[src/rtl/uart_pkg.sv]
// uart_pkg: shared scheduler state encoding and default widths for the UART TX scheduler slice.
package uart_pkg;

   typedef enum logic [1:0] {
      ST_IDLE,
      ST_LAUNCH,
      ST_WAIT_BUSY,
      ST_WAIT_DONE
   } sched_state_e;

   localparam int DEF_SIZE    = 8;
   localparam int DEF_TIMEOUT = 64;

endpackage

[src/rtl/uart_rr_arbiter.sv]
// uart_rr_arbiter: combinational round-robin pick of the first request at or above the pointer.
module uart_rr_arbiter #(
   parameter int NREQ = 4
) (
   input  logic [NREQ-1:0]         i_req,
   input  logic [$clog2(NREQ)-1:0] i_ptr,
   output logic [NREQ-1:0]         o_grant,
   output logic [$clog2(NREQ)-1:0] o_idx,
   output logic                    o_valid
);

   localparam int IW = $clog2(NREQ);

   logic [IW-1:0] w_j;

   // Walk the requesters starting at the pointer; the first hit wins.
   always_comb begin
      o_grant = '0;
      o_idx   = '0;
      o_valid = 1'b0;
      w_j     = '0;
      for (int i = 0; i < NREQ; i++) begin
         w_j = IW'((int'(i_ptr) + i) % NREQ);
         if (!o_valid && i_req[w_j]) begin
            o_valid      = 1'b1;
            o_grant[w_j] = 1'b1;
            o_idx        = w_j;
         end
      end
   end

endmodule

[src/rtl/uart_tx_sched.sv]
// uart_tx_sched: round-robin scheduler sharing one UART TX between NREQ byte requesters.
// Define UART_SCHED_TIMEOUT_EN to abort a launch whose tx_busy never rises (err pulse).
module uart_tx_sched
   import uart_pkg::*;
#(
   parameter int SIZE    = DEF_SIZE,
   parameter int NREQ    = 4,
   parameter int TIMEOUT = DEF_TIMEOUT
) (
   input  logic                    clk,
   input  logic                    rst,
   input  logic [NREQ-1:0]         req,
   input  logic [NREQ*SIZE-1:0]    req_data,
   output logic [NREQ-1:0]         grant,
   output logic [NREQ-1:0]         done,
   output logic                    tx_en,
   output logic [SIZE-1:0]         data_in,
   input  logic                    tx_busy,
   output logic                    active,
   output logic [$clog2(NREQ)-1:0] owner,
   output logic                    err
);

   localparam int IW = $clog2(NREQ);

   sched_state_e    r_state;
   logic [IW-1:0]   r_ptr;
   logic [IW-1:0]   r_owner;
   logic [NREQ-1:0] r_grant;
   logic [NREQ-1:0] r_done;
   logic            r_txEn;
   logic            r_active;
   logic [SIZE-1:0] r_dataIn;

   logic [NREQ-1:0] w_grant;
   logic [IW-1:0]   w_idx;
   logic            w_valid;
   logic [SIZE-1:0] w_byte;
   logic [NREQ-1:0] w_ownerOh;
   logic [IW-1:0]   w_nextPtr;

`ifdef UART_SCHED_TIMEOUT_EN
   localparam int CW = $clog2(TIMEOUT + 1);
   logic [CW-1:0]   r_count;
   logic            r_err;
`endif

   uart_rr_arbiter #(
      .NREQ (NREQ)
   ) u_arb (
      .i_req   (req),
      .i_ptr   (r_ptr),
      .o_grant (w_grant),
      .o_idx   (w_idx),
      .o_valid (w_valid)
   );

   assign w_byte    = req_data[w_idx*SIZE +: SIZE];
   assign w_ownerOh = NREQ'(1) << r_owner;
   assign w_nextPtr = (r_owner == IW'(NREQ - 1)) ? '0 : r_owner + 1'b1;

   // Single registered FSM; grant/done/tx_en/err default low so they are one-cycle pulses.
   always_ff @(posedge clk or negedge rst) begin
      if (!rst) begin
         r_state  <= ST_IDLE;
         r_ptr    <= '0;
         r_owner  <= '0;
         r_grant  <= '0;
         r_done   <= '0;
         r_txEn   <= 1'b0;
         r_active <= 1'b0;
         r_dataIn <= '0;
`ifdef UART_SCHED_TIMEOUT_EN
         r_count  <= '0;
         r_err    <= 1'b0;
`endif
      end else begin
         r_grant <= '0;
         r_done  <= '0;
         r_txEn  <= 1'b0;
`ifdef UART_SCHED_TIMEOUT_EN
         r_err   <= 1'b0;
`endif
         case (r_state)
            ST_IDLE: begin
               if (w_valid) begin
                  r_grant  <= w_grant;
                  r_owner  <= w_idx;
                  r_dataIn <= w_byte;
                  r_active <= 1'b1;
                  r_state  <= ST_LAUNCH;
               end
            end
            ST_LAUNCH: begin
               r_txEn  <= 1'b1;
`ifdef UART_SCHED_TIMEOUT_EN
               r_count <= '0;
`endif
               r_state <= ST_WAIT_BUSY;
            end
            ST_WAIT_BUSY: begin
               if (tx_busy) begin
                  r_state <= ST_WAIT_DONE;
               end
`ifdef UART_SCHED_TIMEOUT_EN
               else if (r_count == CW'(TIMEOUT - 1)) begin
                  r_err    <= 1'b1;
                  r_done   <= w_ownerOh;
                  r_active <= 1'b0;
                  r_ptr    <= w_nextPtr;
                  r_state  <= ST_IDLE;
               end else begin
                  r_count <= r_count + 1'b1;
               end
`endif
            end
            ST_WAIT_DONE: begin
               if (!tx_busy) begin
                  r_done   <= w_ownerOh;
                  r_active <= 1'b0;
                  r_ptr    <= w_nextPtr;
                  r_state  <= ST_IDLE;
               end
            end
            default: r_state <= ST_IDLE;
         endcase
      end
   end

   assign grant   = r_grant;
   assign done    = r_done;
   assign tx_en   = r_txEn;
   assign data_in = r_dataIn;
   assign active  = r_active;
   assign owner   = r_owner;
`ifdef UART_SCHED_TIMEOUT_EN
   assign err     = r_err;
`else
   assign err     = 1'b0;
`endif

endmodule

[config.mk]
export PLATFORM = sky130hd
export DESIGN_NAME = uart_tx_sched
export DESIGN_NICKNAME = d
export VERILOG_FILES = /design/src/rtl/uart_pkg.sv /design/src/rtl/uart_rr_arbiter.sv /design/src/rtl/uart_tx_sched.sv
export SDC_FILE = /design/constraint.sdc
export NUM_CORES = 1
export LEC_CHECK = 0
export ABC_AREA = 1
export CAP_MARGIN = 20
export CORE_MARGIN = 2
export CORE_UTILIZATION = 35
export CTS_CLUSTER_SIZE = 16
export DETAILED_ROUTE_END_ITERATION = 16
export PLACE_DENSITY = 0.73
export SLEW_MARGIN = 5
export SYNTH_ARGS = -nofsm -noshare
export SYNTH_HDL_FRONTEND = slang
export SYNTH_SLANG_ARGS = --single-unit
[constraint.sdc]
create_clock -name clk -period 2.5 [get_ports clk]
set_clock_uncertainty 0.15 [all_clocks]
set_input_delay 0.5 -clock clk [delete_from_list [all_inputs] [get_ports clk]]
set_output_delay 0.5 -clock clk [all_outputs]
set_load 0.01 [all_outputs]
== After elaboration in Yosys (flattened, before gate mapping) ==
Index checks and enable logic that the tools add are counted.
Storage, ports and cells
  word-level logic and storage cells: 90
  output and inout bits: 21
  flip-flop bits (word level): 24
  input port bits: 39
Cells by class
  muxes and demuxes: 41
  equality and inequality tests: 7
  shift-type cells: 2
  $add $sub $neg: 4
  reduce and logical (&&, ||, !) cells: 16
  order comparisons: 8
  bitwise gates (word level): 4
Operator list (number)
  $mux 4: 8
  $shiftx 32x6->8: 1
  $mux 2: 8
  $mux 1: 15
  $lt 2x3->1 const B: 4
  $or 4x4->4: 3
  $bmux 1 s2: 4
  $demux 1 s2: 4
  $ge 2x1->1 const B: 4
  $pmux 2 s4: 1
  $logic_and 1x1->1: 7
  $eq 2x2->1 const B: 3
  $reduce_and 3->1: 2
  $add 2x1->2 const B: 2
  $add 2x2->2 const B: 2
  $ne 2x2->1 const B: 2
  $reduce_and 2->1: 2
  $shl 1x2->4 const A: 1
  $logic_not 1->1: 3
  $eq 2x1->1 const B: 1
  $logic_not 2->1: 1
  $ne 2x1->1 const B: 1
  $pmux 1 s2: 1
  $reduce_bool 2->1: 1
  $not 1->1: 1

== Depth between registers and ports, before layout ==
Gate-level depths: netlist of the first run.
  word-level depth: 14
  gate-level depth with buffers: 15

== Hierarchy ==
Synthesis of the first run repeated with hierarchy kept, for this count alone.
Second synthesis, totals
  cells, all modules: 267
  area, all modules: 1825.5 um^2
By module, submodules not included
  uart_tx_sched: area an instance 1385.1 um^2, cells each 193, instances 1
  uart_rr_arbiter: area an instance 440.4 um^2, cells each 74, instances 1

== Least setup slack after synthesis of the first run ==
No wires, ideal clock.
  path type: reg2reg
  start point: register r_ptr[0]
  end point: register r_dataIn[0] (netlist: data_in[0])
  buffers on the path: 2
  library setup time: 116 ps
  stages on the path, launching flop included: 16
  clock period less this slack: 2248 ps
  required time: 2234 ps
  setup slack: 252 ps
  arrival time: 1981 ps
  cell sequence: dfrtp_1 > buf_6 > inv_8 > ha_1 > inv_1 > nand3_1 > nand2_2 > a21oi_1 > nand2_2 > nand3_4 > buf_6 > nand2_1 > nand3_1 > nand2_1 > nand2_1 > nand2_1
On the way
  word-level cells in the longest chain between the ends: 13
RTL lines
  start: declaration: line uart_tx_sched.sv:27  | logic [IW-1:0] r_ptr;
  start signal: assignment: line uart_tx_sched.sv:121  | r_ptr <= w_nextPtr;
  branches (longest 13 deep; another with $add 2x1->2)
  end signal: assignment: line uart_tx_sched.sv:89  | r_dataIn <= w_byte;
  end: declaration: line uart_tx_sched.sv:33  | logic [SIZE-1:0] r_dataIn;
Several ways; the timed one is not identified. The select of a mux whose other input is x is not followed.
A chain may end at the register's enable or synchronous reset.

== Worst setup path in the final report of the first run ==
  start point: register r_ptr[0]
  end point: register r_dataIn[1] (netlist: data_in[1])
Same word-level chain as after synthesis.

==> results of run 1 <==
==> worst min-delay path, stage by stage (launching register included) <==
cell and delay, ns:
dfrtp_1 0.36, nand2_1 0.06, nand2_1 0.05
==> power groups by stage <==
stage	Clock, W	Sequential [W]	Combinational, W
after global routing	0.000249	0.000687	0.00308
after floorplan	0	0.000729	0.00187
after global placement	0	0.000670	0.00266
after CTS	0.000227	0.000666	0.00274
final	0.000222	0.000666	0.00274
after detailed placement	0	0.000670	0.00273
==> cell usage after synthesis <==
| master | instances | share of area (%) |
|---|---|---|
| nor2_1 | 7 | 1.4 |
| nand3_1 | 31 | 8.1 |
| buf_2 | 1 | 0.26 |
| buf_4 | 1 | 0.39 |
| buf_6 | 3 | 1.8 |
| nand2_2 | 9 | 2.9 |
| nor2_2 | 1 | 0.33 |
| nand3_2 | 3 | 1.6 |
| nor2_4 | 2 | 1.2 |
| inv_1 | 45 | 8.8 |
| inv_2 | 3 | 0.59 |
| dfrtp_1 | 24 | 31 |
| ha_1 | 15 | 9.8 |
| nand2_1 | 75 | 15 |
| a22oi_1 | 3 | 1.2 |
| o21ai_0 | 7 | 1.8 |
| nand3_4 | 2 | 1.8 |
| o21ai_1 | 1 | 0.26 |
| a21boi_0 | 1 | 0.39 |
| nand2_4 | 7 | 4.1 |
| nand4_1 | 8 | 2.6 |
| conb_1 | 1 | 0.20 |
| inv_8 | 1 | 0.59 |
| a21oi_1 | 3 | 0.78 |
| o211ai_1 | 4 | 1.6 |
| or2_1 | 2 | 0.65 |
| nor2_8 | 1 | 1.0 |
==> routing by layer <==
layer,part of all wire [%],up-vias,track usage [%],wire length (um)
met2,49,69,25.9,2160
met5,0,-,0,0
met3,5.5,5,2.87,243
met1,45,807,19.6,1980
li1,-,947,-,-
met4,1.0,0,5.44,45
==> layout by cell type, fill, tap and decap left out <==
cell type / n
o211ai_1: 4
o21ai_1: 1
buf_12: 1
nor2_4: 2
clkbuf_8: 3
dfrtp_1: 23
nand3_2: 3
nand2_4: 7
a21oi_1: 3
inv_8: 1
nand4_1: 8
o21ai_0: 7
nand2_2: 9
buf_4: 9
nand3_4: 2
inv_2: 3
inv_1: 45
nor2_1: 7
nand2_1: 75
ha_1: 15
dfrtp_2: 1
a21boi_0: 1
nor2_2: 1
clkdlybuf4s50_1: 58
or2_1: 2
conb_1: 1
nand3_1: 31
a22oi_1: 3
nor2_8: 1
==> cells by family (layout without fill, tap and decap cells) <==
family                     count (synthesis)  count (layout)  share of synthesized area, %
and+or+nand+nor                          148             148                          40.4
buffers and inverters                     54             120                          12.4
DFF                                       24              24                          31.3
AOI/OAI and AO/OA                         19              19                          6.00
adders and majority gates                 15              15                          9.78
other                                      1               1                         0.195
==> metrics by stage <==
stage | cells | hold WS, ns
after CTS | 397 | 0.344
after global routing | 397 | 0.368
after global placement | 394 | 0.317
final | 397 | 0.347
after floorplan | 261 | 0.0544
after detailed placement | 394 | 0.324
==> how the worst max path moves through the flow <==
stage                          from                     end  depth (start not counted)
3_5_place_dp                 req[1]  data_in[1]$_DFFE_PN0P_                         11
4_1_cts        r_ptr[0]$_DFFE_PN0P_  data_in[1]$_DFFE_PN0P_                         11
6_report       r_ptr[0]$_DFFE_PN0P_  data_in[1]$_DFFE_PN0P_                         11
2_1_floorplan  r_ptr[0]$_DFFE_PN0P_  data_in[0]$_DFFE_PN0P_                         15
3_3_place_gp                 req[2]  data_in[1]$_DFFE_PN0P_                         11
5_1_grt        r_ptr[0]$_DFFE_PN0P_  data_in[6]$_DFFE_PN0P_                         11
==> cell type report <==
| type | instances | area (um^2) |
|---|---|---|
| fillers | 492 | 2530 |
| inverters | 49 | 191 |
| multi-input cells | 183 | 1080 |
| well taps | 70 | 87.6 |
| flip-flops and latches | 24 | 602 |
| repair buffers | 68 | 668 |
| clock buffers | 3 | 41.3 |
==> flip-flops by register name, summed over array words and instances (netlist names) <==
| signal | flops |
|---|---|
| data_in | 8 |
| r_state | 2 |
| active | 1 |
| r_ptr | 2 |
| grant | 4 |
| done | 4 |
| tx_en | 1 |
| owner | 2 |
==> what timing repair did <==
action,4_1_cts,5_1_grt
buffers inserted,0,0
gates resized for setup,0,1
setup endpoints to repair,0,2
endpoints found under the hold margin,0,0
==> metrics.md, run 1 <==
| Metric | Value |
|---|---|
| Status | complete, no violations |
| Starting DRC count in detailed routing | 117 |
| Reg-to-Reg Start | r_ptr[0]$_DFFE_PN0P_ |
| Worst hold endpoint | data_in[0]$_DFFE_PN0P_ |
| Total CTS buffers | 3 |
| Clock latency on the worst-skew pair | 0.26 ns |
| Sum Neg Setup Slack | 0 ns |
| RSZ-0062 raised after global routing | no |
| Slew Viols, Final | 0 |
| Reg clk slew, reported paths | 0.08 ns |
| Share of cells above drive strength 1 | 13.1% |
| First-pass GRT wire length | 7690 um |
| Endpoint type of the worst setup path | register |
| Seq/Total Area, Yosys | 31.3% |
| Peak supply drop | 0.669 mV |
| I/O pin count | 60 |
| Post-route cell area | 2670 um^2 |
| Hold WC Path Type | reg -> reg |
| Switching power share of the total | 50.9% |
| Average routed wire per standard cell | 11.2 um |
| Crit Path Class | reg -> reg |
| DRC violations left | 0 |
| Critical Path RT | 2.50 ns |
| Post-layout min period | 2.25 ns |
| H-tree depth | 1 |
| DP Area | 2630 um^2 |
| CP max stage delay | 0.42 ns |
| Total congestion overflow | 0 |
| Mapped Cells | 261 |
| Largest net degree at the start of global routing | 25 |
| Overall Power | 0.00363 W |
| IO buf count | 58 |
| Final setup viols | 0 |
| Antenna Cells | 0 |
| Full die area | 6090 um^2 |
| Number of cell rows | 26 |
| CP max FO | 14 |
| Worst path slowest cell | dfrtp_2 |
| CTS tree | yes |
| CTS sink cnt | 24 |
| Vias in the first global route | 1,778 |
| DP Worst Slack | -0.00533 ns |
| R2R Path End | data_in[1]$_DFFE_PN0P_ |
| Critical path cell sequence | inv_8 > ha_1 > inv_1 > nand3_1 > nand2_4 > inv_2 > nand3_4 > nand3_4 > buf_12 > o211ai_1 > nand3_1 |
| Final Cycle Share | 90.0% |
| Fin. Hold Viols | 0 |
| Hold Path Stages | 2 |
| Pleak | 1.40 nW |
| Initial antenna violation count | 0 |
| P per Cell Area | 1360 nW/um^2 |
| Mapped Area | 1920 um^2 |
| Combinational share of power | 75.5% |
| Hold Buf Count CTS | 0 |
| Width of the die | 78.1 um |
| Routability congestion estimate | 0.860 |
| Vias/cell | 4.60 |
| # nets final | 383 |
| Worst hold start | data_in[0]$_DFFE_PN0P_ |
| Int Power | 0.00178 W |
| DRT antenna net count | 0 |
| Reg2Reg Depth | 11 |
| P&R area growth vs syn | 39.2% |
| Die height | 78.1 um |
| Fin util | 51.3% |
| Clock share of power | 6.1% |
| Yosys warns | 0 |
| Detailed-route via count | 1,828 |
| Psw | 0.00185 W |
| Drt pass-1 iters | 4 |
| Reg2reg setup slack | 0.25 ns |
| Fmax achieved | 0.444 GHz |
| Syn Nets | 315 |
| CP Launch Type | register |
| Clk root buf | clkbuf_8 |
| Distinct cell type count after synthesis | 27 |
| Core area | 5200 um^2 |
| Yosys reg bits | 24 |
| Deepest clock path buffer count | 2 |
| CP delay by family, top | simple AND/OR/NAND/NOR gates |
| Syn avg cell area | 7.35 um^2 |
| Starting Density | 36.9% |
| Maxcap violations | 0 |
| All-Layer GR Usage | 15.3% |
| Dpl hpwl | 3590 um |
| Final WL | 4430 um |
| Seq pwr share | 18.4% |
| CP Buf/Inv Count | 4 |
| Arrival time at the worst endpoint | 2.25 ns |
| Final WS setup | 0.250 ns |
(Power assumes the default switching activity.)
==> run 2, diff against run 1 <==
--- a/config.mk
+++ b/config.mk
@@ -8,10 +8,10 @@
 export ABC_AREA = 1
 export CAP_MARGIN = 20
 export CORE_MARGIN = 2
-export CORE_UTILIZATION = 35
+export CORE_UTILIZATION = 45
 export CTS_CLUSTER_SIZE = 16
 export DETAILED_ROUTE_END_ITERATION = 16
-export PLACE_DENSITY = 0.73
+export PLACE_DENSITY = 0.88
 export SLEW_MARGIN = 5
 export SYNTH_ARGS = -nofsm -noshare
 export SYNTH_HDL_FRONTEND = slang
==> run 2 against run 1 <==
Compared with the run above: critical path depth unchanged; utilization up 15 points; wire length grew 6.7%; sequential cell count is the same; combinational power about the same; total power increased by 3.6%; cell area barely moved; critical endpoint is now data_in[4]$_DFFE_PN0P_.
==> metrics.md, run 2 (synthesized netlist as in run 1, its figures left out) <==
| Metric | Value |
|---|---|
| Arrival time at the worst endpoint | 2.33 ns |
| Critical Path RT | 2.52 ns |
| P&R area growth vs syn | 39.3% |
| Status | complete, no violations |
| Endpoint type of the worst setup path | register |
| Starting DRC count in detailed routing | 102 |
| First-pass GRT wire length | 8060 um |
| RSZ-0062 raised after global routing | no |
| CTS sink cnt | 24 |
| CP delay by family, top | simple AND/OR/NAND/NOR gates |
| Deepest clock path buffer count | 2 |
| Hold WC Path Type | reg -> reg |
| Slew Viols, Final | 0 |
| Final WL | 4720 um |
| Total congestion overflow | 0 |
| Full die area | 4800 um^2 |
| Antenna Cells | 0 |
| Core area | 4060 um^2 |
| Most frequent cells in the layout | nand2_1, clkdlybuf4s50_1, inv_1, nand3_1, dfrtp_1 |
| # nets final | 384 |
| Vias in the first global route | 1,849 |
| Largest net degree at the start of global routing | 25 |
| Non-Filler Instances | 379 |
| Final setup viols | 0 |
| Register area | 602 um^2 |
| Final Cycle Share | 92.3% |
| Maxcap violations | 0 |
| Total CTS buffers | 3 |
| DRT antenna net count | 0 |
| Most used cell, CP | nand3_1 |
| Clk root buf | clkbuf_8 |
| Worst path slowest cell | dfrtp_2 |
| Dpl hpwl | 3620 um |
| Average routed wire per standard cell | 12.5 um |
| Sum Neg Setup Slack | 0 ns |
| Post-layout min period | 2.31 ns |
| Drt pass-1 iters | 4 |
| Die height | 69.3 um |
| Routability congestion estimate | 0.915 |
| Share of cells above drive strength 1 | 13.7% |
| CP max FO | 12 |
| Reg clk slew, reported paths | 0.09 ns |
| Starting Density | 47.3% |
| Commonest non-fill, non-tap cell in the layout | nand2_1 |
| Max FFs per register | 8 |
| Setup Buffers After CTS | 0 |
| Detailed-route via count | 1,872 |
| Fmax achieved | 0.433 GHz |
| Critical path cell sequence | inv_8 > ha_1 > inv_1 > nand3_1 > nand2_4 > inv_2 > nand3_4 > nand3_2 > or2_1 > nand3_1 > nand3_1 |
| H-tree depth | 1 |
| CP Buf/Inv Count | 3 |
| Fin. Hold Viols | 0 |
| P per Cell Area | 1410 nW/um^2 |
| Pleak | 1.41 nW |
| IO buf count | 58 |
| CTS tree | yes |
| Crit Path Class | reg -> reg |
| Fill cells | 346 |
| Clock latency on the worst-skew pair | 0.28 ns |
| Number of cell rows | 23 |
| I/O pin count | 60 |
| DP Cell Count | 374 |
| Vias/cell | 4.94 |
| Initial antenna violation count | 0 |
| CP max stage delay | 0.42 ns |
| Peak supply drop | 0.875 mV |
| CP Launch Type | register |
| Width of the die | 69.3 um |
| All-Layer GR Usage | 20.4% |
| DRC violations left | 0 |
| Multi-input logic area | 1090 um^2 |
## run 2: power by group
group | switching [W] | internal, W | leakage, nW
Clock | 0.000131 | 0.000214 | 0.0357
Sequential | 0.000101 | 0.000562 | 0.303
Combinational | 0.00169 | 0.00106 | 1.07
## run 2: worst paths after layout
| check | start | endpoint | slack (ns) | cells after the start |
|---|---|---|---|---|
| setup / recovery | r_ptr[0]$_DFFE_PN0P_ | data_in[4]$_DFFE_PN0P_ | 0.19 | 11 |
| min in group asynchronous | rst | owner[0]$_DFFE_PN0P_ | 0.44 | 2 |
| setup reg to reg | r_ptr[0]$_DFFE_PN0P_ | data_in[4]$_DFFE_PN0P_ | 0.19 | 11 |
| hold reg to reg | data_in[5]$_DFFE_PN0P_ | data_in[5]$_DFFE_PN0P_ | 0.35 | 2 |
| max in group asynchronous | rst | r_ptr[0]$_DFFE_PN0P_ | 1.51 | 2 |
| hold / removal | data_in[5]$_DFFE_PN0P_ | data_in[5]$_DFFE_PN0P_ | 0.35 | 2 |
## run 2: layout make-up
class / instances / share of cell area [%]
Tap cell: 50 / 2.34
Multi-Input combinational cell: 184 / 40.8
Sequential cell: 24 / 22.5
Clock inverter: 1 / 1.12
Timing Repair Buffer: 68 / 24.5
Inverter: 49 / 7.16
Clock buffer: 3 / 1.54
## run 2: timing repair
item,in CTS,in global routing
hold buffers,0,0
gates resized for setup,0,1
setup endpoints to repair,0,5
## run 2: worst reg2reg max path, cell delays in order, from the launching register on
cell	delay [ns]
dfrtp_2	0.42
inv_8	0.03
ha_1	0.38
inv_1	0.13
nand3_1	0.13
nand2_4	0.13
inv_2	0.06
nand3_4	0.12
nand3_2	0.22
or2_1	0.28
nand3_1	0.08
nand3_1	0.06
## run 2: stage by stage
stage                     hold WS (ns)  utilization, %  worst slack [ns]  instance area [um^2]  total power, W
after floorplan                 0.0544               -             0.252                  1920         0.00260
after global placement           0.330            63.9            0.0520                  2590         0.00322
after detailed placement         0.330            63.9           -0.0407                  2590         0.00334
after CTS                        0.353            65.6             0.112                  2660         0.00371
after global routing             0.379            65.9            0.0136                  2670         0.00410
final                            0.349            65.9             0.192                  2670         0.00376
## run 2: per-layer routing
metal / vias to the layer above / part of all wire (%) / track usage [%]
met4: 0 / 1.6 / 7.41
met1: 849 / 42 / 25.2
met2: 64 / 52 / 35.8
met5: - / 0 / 0
met3: 6 / 4.2 / 3.34
li1: 953 / - / -
